### src/rtl/uart_out_queue.sv
// Buffered multi-byte UART output queue: DEPTH-entry FIFO drained LSB-first to an AXI4-lite UART Lite.
// Optional UART_OUT_BURST_EN: a TX-empty status grants 16 writes without re-polling.
module uart_out_queue #(
  parameter int DATA_BYTES = 4,
  parameter int DEPTH      = 16,
  parameter int CNT_W      = $clog2(DEPTH) + 1,
  parameter int LEN_W      = $clog2(DATA_BYTES) + 1
) (
  input  logic                    clk,
  input  logic                    rstn,
  input  logic [8*DATA_BYTES-1:0] in_data,
  input  logic [LEN_W-1:0]        in_nbytes,
  input  logic                    in_valid,
  output logic                    in_ready,
  output logic [CNT_W-1:0]        count,
  output logic                    busy,
  output logic                    err,
  output logic [3:0]              uart_axi_araddr,
  output logic                    uart_axi_arvalid,
  input  logic                    uart_axi_arready,
  input  logic [31:0]             uart_axi_rdata,
  input  logic [1:0]              uart_axi_rresp,
  input  logic                    uart_axi_rvalid,
  output logic                    uart_axi_rready,
  output logic [3:0]              uart_axi_awaddr,
  output logic                    uart_axi_awvalid,
  input  logic                    uart_axi_awready,
  output logic [31:0]             uart_axi_wdata,
  output logic [3:0]              uart_axi_wstrb,
  output logic                    uart_axi_wvalid,
  input  logic                    uart_axi_wready,
  input  logic [1:0]              uart_axi_bresp,
  input  logic                    uart_axi_bvalid,
  output logic                    uart_axi_bready,
  output logic [2:0]              dbg_state
);

  localparam int                AW       = $clog2(DEPTH);
  localparam logic [LEN_W-1:0] MAX_LEN  = LEN_W'(DATA_BYTES);
  localparam logic [CNT_W-1:0] FULL_CNT = CNT_W'(DEPTH);

  typedef enum logic [2:0] {
    S_IDLE      = 3'd0,
    S_RD_STAT   = 3'd1,
    S_WAIT_STAT = 3'd2,
    S_WR        = 3'd3,
    S_WAIT_B    = 3'd4,
    S_POP       = 3'd5
  } state_t;

  state_t                  r_state, w_next_state;
  logic [8*DATA_BYTES-1:0] r_mem_data [DEPTH];
  logic [LEN_W-1:0]        r_mem_len  [DEPTH];
  logic [AW-1:0]           r_wr_ptr, r_rd_ptr;
  logic [CNT_W-1:0]        r_count;
  logic [LEN_W-1:0]        r_byte_idx;
  logic                    r_aw_done, r_w_done, r_err;

  logic                    w_push, w_pop;
  logic [LEN_W-1:0]        w_len_clamped, w_head_len, w_idx_inc;
  logic [8*DATA_BYTES-1:0] w_head_data, w_head_shifted;
  logic                    w_aw_fire, w_w_fire, w_wr_done;
  logic                    w_r_fire, w_b_fire, w_last_byte;
  logic                    w_skip_poll_idle, w_skip_poll_b, w_load_credit;
  logic                    w_unused;

  // Push acceptance looks only at the registered count, so a same-cycle pop never frees a slot.
  assign in_ready      = (r_count != FULL_CNT);
  assign w_push        = in_valid & in_ready;
  assign w_pop         = (r_state == S_POP);
  assign w_len_clamped = (in_nbytes > MAX_LEN) ? MAX_LEN : in_nbytes;

  assign w_head_data    = r_mem_data[r_rd_ptr];
  assign w_head_len     = r_mem_len[r_rd_ptr];
  assign w_head_shifted = w_head_data >> {r_byte_idx, 3'b000};
  assign w_idx_inc      = r_byte_idx + 1'b1;
  assign w_last_byte    = (w_idx_inc == w_head_len);

  assign w_aw_fire = uart_axi_awvalid & uart_axi_awready;
  assign w_w_fire  = uart_axi_wvalid & uart_axi_wready;
  assign w_wr_done = (r_aw_done | w_aw_fire) & (r_w_done | w_w_fire);
  assign w_r_fire  = (r_state == S_WAIT_STAT) & uart_axi_rvalid;
  assign w_b_fire  = (r_state == S_WAIT_B) & uart_axi_bvalid;
  assign w_load_credit = w_r_fire & (uart_axi_rresp == 2'b00) & ~uart_axi_rdata[3]
                         & uart_axi_rdata[2];

`ifdef UART_OUT_BURST_EN
  logic [4:0] r_credit;
  logic [4:0] w_credit_after;

  assign w_credit_after   = ((uart_axi_bresp != 2'b00) || (r_credit == 5'd0)) ? 5'd0
                                                                              : r_credit - 5'd1;
  assign w_skip_poll_idle = (r_credit != 5'd0);
  assign w_skip_poll_b    = (w_credit_after != 5'd0);

  always_ff @(posedge clk or negedge rstn) begin
    if (!rstn) begin
      r_credit <= 5'd0;
    end else if (w_r_fire && uart_axi_rresp != 2'b00) begin
      r_credit <= 5'd0;
    end else if (w_load_credit) begin
      r_credit <= 5'd16;
    end else if (w_b_fire) begin
      r_credit <= w_credit_after;
    end
  end
`else
  assign w_skip_poll_idle = 1'b0;
  assign w_skip_poll_b    = 1'b0;
`endif

  assign w_unused = ^{uart_axi_rdata, w_head_shifted, w_load_credit};

  always_comb begin
    w_next_state = r_state;
    case (r_state)
      S_IDLE: begin
        if (r_count != '0) begin
          if (w_head_len == '0)   w_next_state = S_POP;
          else if (w_skip_poll_idle) w_next_state = S_WR;
          else                    w_next_state = S_RD_STAT;
        end
      end
      S_RD_STAT:   if (uart_axi_arready) w_next_state = S_WAIT_STAT;
      S_WAIT_STAT: begin
        if (uart_axi_rvalid) begin
          if (uart_axi_rresp != 2'b00) w_next_state = S_RD_STAT;
          else if (uart_axi_rdata[3])  w_next_state = S_RD_STAT;
          else                         w_next_state = S_WR;
        end
      end
      S_WR:        if (w_wr_done) w_next_state = S_WAIT_B;
      S_WAIT_B: begin
        if (uart_axi_bvalid) begin
          if (w_last_byte)        w_next_state = S_POP;
          else if (w_skip_poll_b) w_next_state = S_WR;
          else                    w_next_state = S_RD_STAT;
        end
      end
      S_POP:       w_next_state = S_IDLE;
      default:     w_next_state = S_IDLE;
    endcase
  end

  always_ff @(posedge clk) begin
    if (w_push) begin
      r_mem_data[r_wr_ptr] <= in_data;
      r_mem_len[r_wr_ptr]  <= w_len_clamped;
    end
  end

  always_ff @(posedge clk or negedge rstn) begin
    if (!rstn) begin
      r_state    <= S_IDLE;
      r_wr_ptr   <= '0;
      r_rd_ptr   <= '0;
      r_count    <= '0;
      r_byte_idx <= '0;
      r_aw_done  <= 1'b0;
      r_w_done   <= 1'b0;
      r_err      <= 1'b0;
    end else begin
      r_state <= w_next_state;
      if (w_push) r_wr_ptr <= r_wr_ptr + 1'b1;
      if (w_pop)  r_rd_ptr <= r_rd_ptr + 1'b1;
      case ({w_push, w_pop})
        2'b10:   r_count <= r_count + 1'b1;
        2'b01:   r_count <= r_count - 1'b1;
        default: r_count <= r_count;
      endcase
      if (r_state == S_IDLE) r_byte_idx <= '0;
      else if (w_b_fire)     r_byte_idx <= w_idx_inc;
      // AW and W channels complete independently; remember which one already handshook.
      if (r_state == S_WR && !w_wr_done) begin
        r_aw_done <= r_aw_done | w_aw_fire;
        r_w_done  <= r_w_done | w_w_fire;
      end else begin
        r_aw_done <= 1'b0;
        r_w_done  <= 1'b0;
      end
      if ((w_r_fire && uart_axi_rresp != 2'b00) || (w_b_fire && uart_axi_bresp != 2'b00))
        r_err <= 1'b1;
    end
  end

  assign count     = r_count;
  assign busy      = (r_count != '0) | (r_state != S_IDLE);
  assign err       = r_err;
  assign dbg_state = r_state;

  assign uart_axi_araddr  = 4'h8;
  assign uart_axi_arvalid = (r_state == S_RD_STAT);
  assign uart_axi_rready  = (r_state == S_WAIT_STAT);
  assign uart_axi_awaddr  = 4'h4;
  assign uart_axi_awvalid = (r_state == S_WR) & ~r_aw_done;
  assign uart_axi_wvalid  = (r_state == S_WR) & ~r_w_done;
  assign uart_axi_wdata   = {24'b0, w_head_shifted[7:0]};
  assign uart_axi_wstrb   = 4'b0001;
  assign uart_axi_bready  = (r_state == S_WAIT_B);

endmodule

### config.mk
export PLATFORM = sky130hd
export DESIGN_NAME = uart_out_queue
export DESIGN_NICKNAME = d
export VERILOG_FILES = /design/src/rtl/uart_out_queue.sv
export SDC_FILE = /design/constraint.sdc
export NUM_CORES = 1
export LEC_CHECK = 0
export CORE_ASPECT_RATIO = 2
export CORE_MARGIN = 2
export CORE_UTILIZATION = 50
export DETAILED_ROUTE_END_ITERATION = 7
export GPL_TIMING_DRIVEN = 1
export PLACE_DENSITY = 0.69
export SYNTH_ARGS = -nofsm -noshare
export SYNTH_HDL_FRONTEND = slang
export SYNTH_SLANG_ARGS = --single-unit
### constraint.sdc
create_clock -name clk -period 11.29 [get_ports clk]
set_input_delay 2.8225 -clock clk [delete_from_list [all_inputs] [get_ports clk]]
set_output_delay 2.8225 -clock clk [all_outputs]
set_load 0.01 [all_outputs]
* Word-level counts from Yosys, hierarchy flattened *
Memory sizes are Yosys's and may differ from the RTL's.
Cells that the tools add are included.

storage, ports and cells
  output and inout bits = 60
  input port bits = 79
  memory bits (read-only) = 0
  RAM bits = 560
  latch bits = 0
  word-level logic and storage cells = 76
  memories kept = 2
  bits in registers = 22

cells by class
  $add $sub $neg = 5
  $mul = 0
  mux-type cells = 18
  bitwise operators = 13
  equal/unequal tests = 14
  $lt $le $gt $ge = 1
  reduce and logical (&&, ||, !) cells = 14
  divide/modulo/power cells = 0
  shift-type cells = 1

memory list
  memory      depth  width  rd ports  clocked after Yosys merged registers in  write ports  RTL line  RTL
  r_mem_data  16     32     1         0                                        1            52        logic [8*DATA_BYTES-1:0] r_mem_data [DEPTH];
  r_mem_len   16     3      1         0                                        1            53        logic [LEN_W-1:0] r_mem_len [DEPTH];

operator list
  kind                                                                   number
  32-bit by 6-bit right shift with 8-bit output                          1
  3-bit two-way mux                                                      10
  3-bit case mux with 5 select lines                                     1
  5-bit case mux with 2 select lines                                     1
  4-bit by 1-bit adder with 4-bit output, second input constant          2
  1-bit bitwise AND                                                      8
  2-bit != test, second input constant                                   4
  2-bit nonzero test                                                     4
  3-bit by 2-bit equality test with 1-bit output, second input constant  2
  3-bit equality test, second input constant                             2
  3-bit zero test                                                        2
  5-bit by 1-bit adder with 5-bit output, second input constant          1
  5-bit != test, second input constant                                   1
  5-bit AND reduction                                                    1
  5-bit nonzero test                                                     1
  5-bit by 1-bit subtractor with 5-bit output, second input constant     1
  1-bit two-way mux                                                      4
  2-bit two-way mux                                                      2
  3-bit by 1-bit adder with 3-bit output, second input constant          1
  3-bit by 1-bit equality test with 1-bit output, second input constant  1
  3-bit equality test                                                    1
  3-bit > comparator, second input constant                              1
  1-bit logical AND                                                      3
  1-bit OR                                                               3
  other kinds (7)                                                        8

* Depth between registers and ports, before layout *
  depth after elaboration = 8
  gate-level depth with buffers = 16
  mapped depth without buffers = 13

* Worst setup path before layout *
No wires, ideal clock.

  kind = input to register
  start = input in_valid
  end = memory r_mem_data[3][0] (netlist bit) (enable)
  path slack = 5047 ps
  data arrival time = 5772 ps
  library setup time = 471 ps
  data required time = 10819 ps
  stages on the path = 4
  path through = and2_1 > clkbuf_1 > nand2_1 > nor3_1

between the ends
  word-level cells in the longest chain between the ends = 3

ends and longest elaborated chain
  what                                     RTL line  RTL
  start, declared                          13        input logic in_valid,
  1-bit bitwise AND                        69        assign w_push = in_valid & in_ready;
  1-bit two-way mux                        146       if (w_push) begin
  1-bit two-way mux (not written as such)  147       r_mem_data[r_wr_ptr] <= in_data;
  end, declared                            52

Every way passes these cells.

* Final worst setup path *
  start = register r_rd_ptr[0]
  end = output uart_axi_wdata[6]

between the ends
  word-level cells in the longest chain between the ends = 2

ends and longest elaborated chain
  what                                           RTL line  RTL
  start, declared                                54        logic [AW-1:0] r_wr_ptr, r_rd_ptr;
  start signal, assigned                         165       if (w_pop) r_rd_ptr <= r_rd_ptr + 1'b1;
  memory read 16 x 32 bit                        -
  32-bit by 6-bit right shift with 8-bit output  75        assign w_head_shifted = w_head_data >> {r_byte_idx, 3'b000};
  end, declared                                  28        output logic [31:0] uart_axi_wdata,

Every way passes these cells.

==> results.cfg <==
[worst_setup_path]
cp-endpoint = uart_axi_wdata[6]
crit_path_cell_trace = buf_12 -> mux4_2 -> mux4_2 -> mux2i_1 -> o22ai_1 -> clkdlybuf4s50_1
cp.arrival_ns = 4.69
end_kind = output pin
cpPeakStageDelay_ns = 1.05
cp_num_buf_inv = 2
worstSetupPathDepth = 6
crit_slowest_cell = dfrtp_4
timing.rr.end = dbg_state[2]
critical-path-top-delay-family = multiplexers
cp_max_fo = 95
start_kind = flop
path_class = flop to output pin
r2r_setup_slack_ns = 7.84
crit_top_cell = mux4_2
crit_required_ns = 8.47
crit_start = r_rd_ptr[0]
r2r-start = r_rd_ptr[0]
rr_worst_depth = 5

[cells_and_area]
mostFrequentLayoutCells = edfxtp_1, mux4_2, clkdlybuf4s50_1
finish.utilization_pct = 56.7
final_common_cell = edfxtp_1
syn2layout_area_growth_pct = 12.3
drive_gt1_share_pct = 25.6
final_nets = 1225
design_area_um2 = 26000
diodes = 0
fillers = 3302

[yosys]
async_flop_share_pct = 3.78
ys_seq_area_share_pct = 75.0
synth.area.top_cells = edfxtp_1, mux4_2, dfrtp_1
syn_area_per_cell_um2 = 22.1
synth_top_area_share_pct = 72.7
synth_cell_type_count = 51
syn_inst = 1048
synth_top_cell_by_area = edfxtp_1
synth_flop_cell = edfxtp_1
syn_area_um2 = 23100
yosys_warnings = 0
synth_edf_count = 560
ys_seq_elements = 582

[global_routing]
grtUsageMet1_pct = 25.8
grt_start_max_net_pins = 96
grt_antenna_before_repair = 3
grt_pass1_vias = 11000
top_usage_layer = met2
grt_usage_pct = 20.3
grt_overflow_total = 0
grt_pass1_wl_um = 70100
use_met3_pct = 2.95
grt_use_met2_pct = 35.8

[power_and_ir_drop]
p_leak_nw = 8.25
p_per_area_nw_per_um2 = 232
worst_ir_drop_vdd_uv = 184

[timing]
post-route-period-util_pct = 66.6
worstMarginPinSlew_ns = 1.05
rsz0062_at_grt = false
hold_viol = 0
final.setup_skew_ns = 0.0154
min_period_ns = 7.51
setup_viol = 0
timing.fmax_mhz = 133
slew_violations = 0
tns_ns = 0
max_slew_margin_pct = 29.7

[detailed_routing]
dr.pass1.iters = 5
drc = 0
post_drt_wl_per_cell_um = 27.2
drtIter0Drc = 860
wirelength_um = 47300
vias = 10600
via_per_inst = 6.08
ant_nets = 0

[placed_design]
port_buffers = 71
placed_area_um2 = 24400
gp_congestion = 0.729
place_hpwl_um = 25200

[cts]
cts_tree = yes
insertion_delay_ns = 0.58
cts_resized = 0
cts_buffer_depth = 3
clkSinkCount = 582
clkTransAtPathRegs_ns = 0.07
postCtsSetupRepairBufs = 0
hold_buffers = 0
cts.htree.levels = 2
cts_buffers = 48
cts-root-buf = clkbuf_16

[die]
coreArea_um2 = 45800
io_pins = 139
fp.dieW_um = 156
row_count = 111
die_h_um = 308
die-area_um2 = 48100
start_util_pct = 50.5

[run]
cap_violations = 0

[min_path]
hp-class = flop to flop

[outcome]
status = complete, no violations
==> through the flow <==
stage	hold WS [ns]	std cells	total power, mW	setup slack, ns
after floorplan	0.507	1082	3.95	5.05
after global placement	0.471	1651	4.43	4.19
after detailed placement	0.490	1651	4.47	4.23
after CTS	0.507	1738	6.11	3.60
after global routing	0.528	1738	6.28	3.48
final	0.495	1738	6.03	3.78
==> tightest hold or removal path, cell delays in order, from the launching register on <==
cell	delay, ns
dfrtp_1	0.35
a21oi_1	0.04
o21ai_0	0.07
==> where the power goes <==
| group | internal, mW | switching [mW] |
|---|---|---|
| logic | 0.823 | 0.768 |
| registers | 2.60 | 0.188 |
| clock network | 0.902 | 0.744 |
| total | 4.33 | 1.70 |
==> Yosys cell counts, types with 2 or more instances <==
cell,count
buf_2,14
o211ai_1,3
ha_1,10
buf_6,7
dfrtp_1,22
nor4_1,2
nor3b_1,4
nand2b_1,7
nor2b_1,4
mux2i_1,20
a2bb2oi_1,2
nand2_1,18
buf_1,8
nand4_1,2
a21oi_1,8
nand3_1,3
mux4_2,170
clkbuf_1,17
edfxtp_1,560
xnor2_1,10
a21o_1,3
buf_4,46
conb_1,2
nor2_1,28
o22ai_1,11
or4_1,2
xor2_1,6
inv_1,6
mux2_2,6
or2_2,3
o21ai_0,10
nor3_1,14
a221oi_1,2
==> registers in the layout, indices dropped and copies added, names as in the netlist <==
register / flops
err: 1
r_w_done: 1
r_wr_ptr: 4
dbg_state: 3
r_byte_idx: 3
r_rd_ptr: 4
r_aw_done: 1
r_mem_data: 512
r_mem_len: 48
count: 5
==> cells by family (layout without fill, tap and decap cells) <==
group | count (synthesis) | after routing | synth area share (%)
and+or+nand+nor | 92 | 92 | 1.95
xor gates and xnor gates | 16 | 16 | 0.606
buffers and inverters | 99 | 190 | 2.65
adders and majority gates | 10 | 10 | 0.541
muxes | 196 | 196 | 17.7
AOI/OAI and AO/OA | 51 | 51 | 1.47
DFF | 582 | 582 | 75.0
other | 2 | 36 | 0.0325
==> final cells by class <==
class,instances,area (um2),share of cell area (%)
Sequential cell,582,17400,66.9
Multi-Input combinational cell,401,5400,20.8
Clock buffer,53,1260,4.86
Timing Repair Buffer,96,911,3.51
Tap cell,565,707,2.72
Clock inverter,34,293,1.13
Inverter,7,26.3,0.101
==> layer usage <==
layer | up-vias | part of all wire [%] | routed length [um]
li1 | 4475 | - | -
met1 | 5664 | 39 | 18300
met2 | 334 | 53 | 25300
met3 | 85 | 5.1 | 2420
met4 | 6 | 2.8 | 1310
met5 | - | 0.072 | 34
==> worst min path at each step <==
stage | start | endpoint | slack (ns) | cells past startpoint
after floorplan | err | err | 0.51 | 2
after global placement | err | err | 0.47 | 2
after detailed placement | err | err | 0.49 | 2
after CTS | err | err | 0.51 | 2
after global routing | err | err | 0.53 | 2
final | err | err | 0.49 | 2
Note: power is estimated with default switching activity, not from simulation.
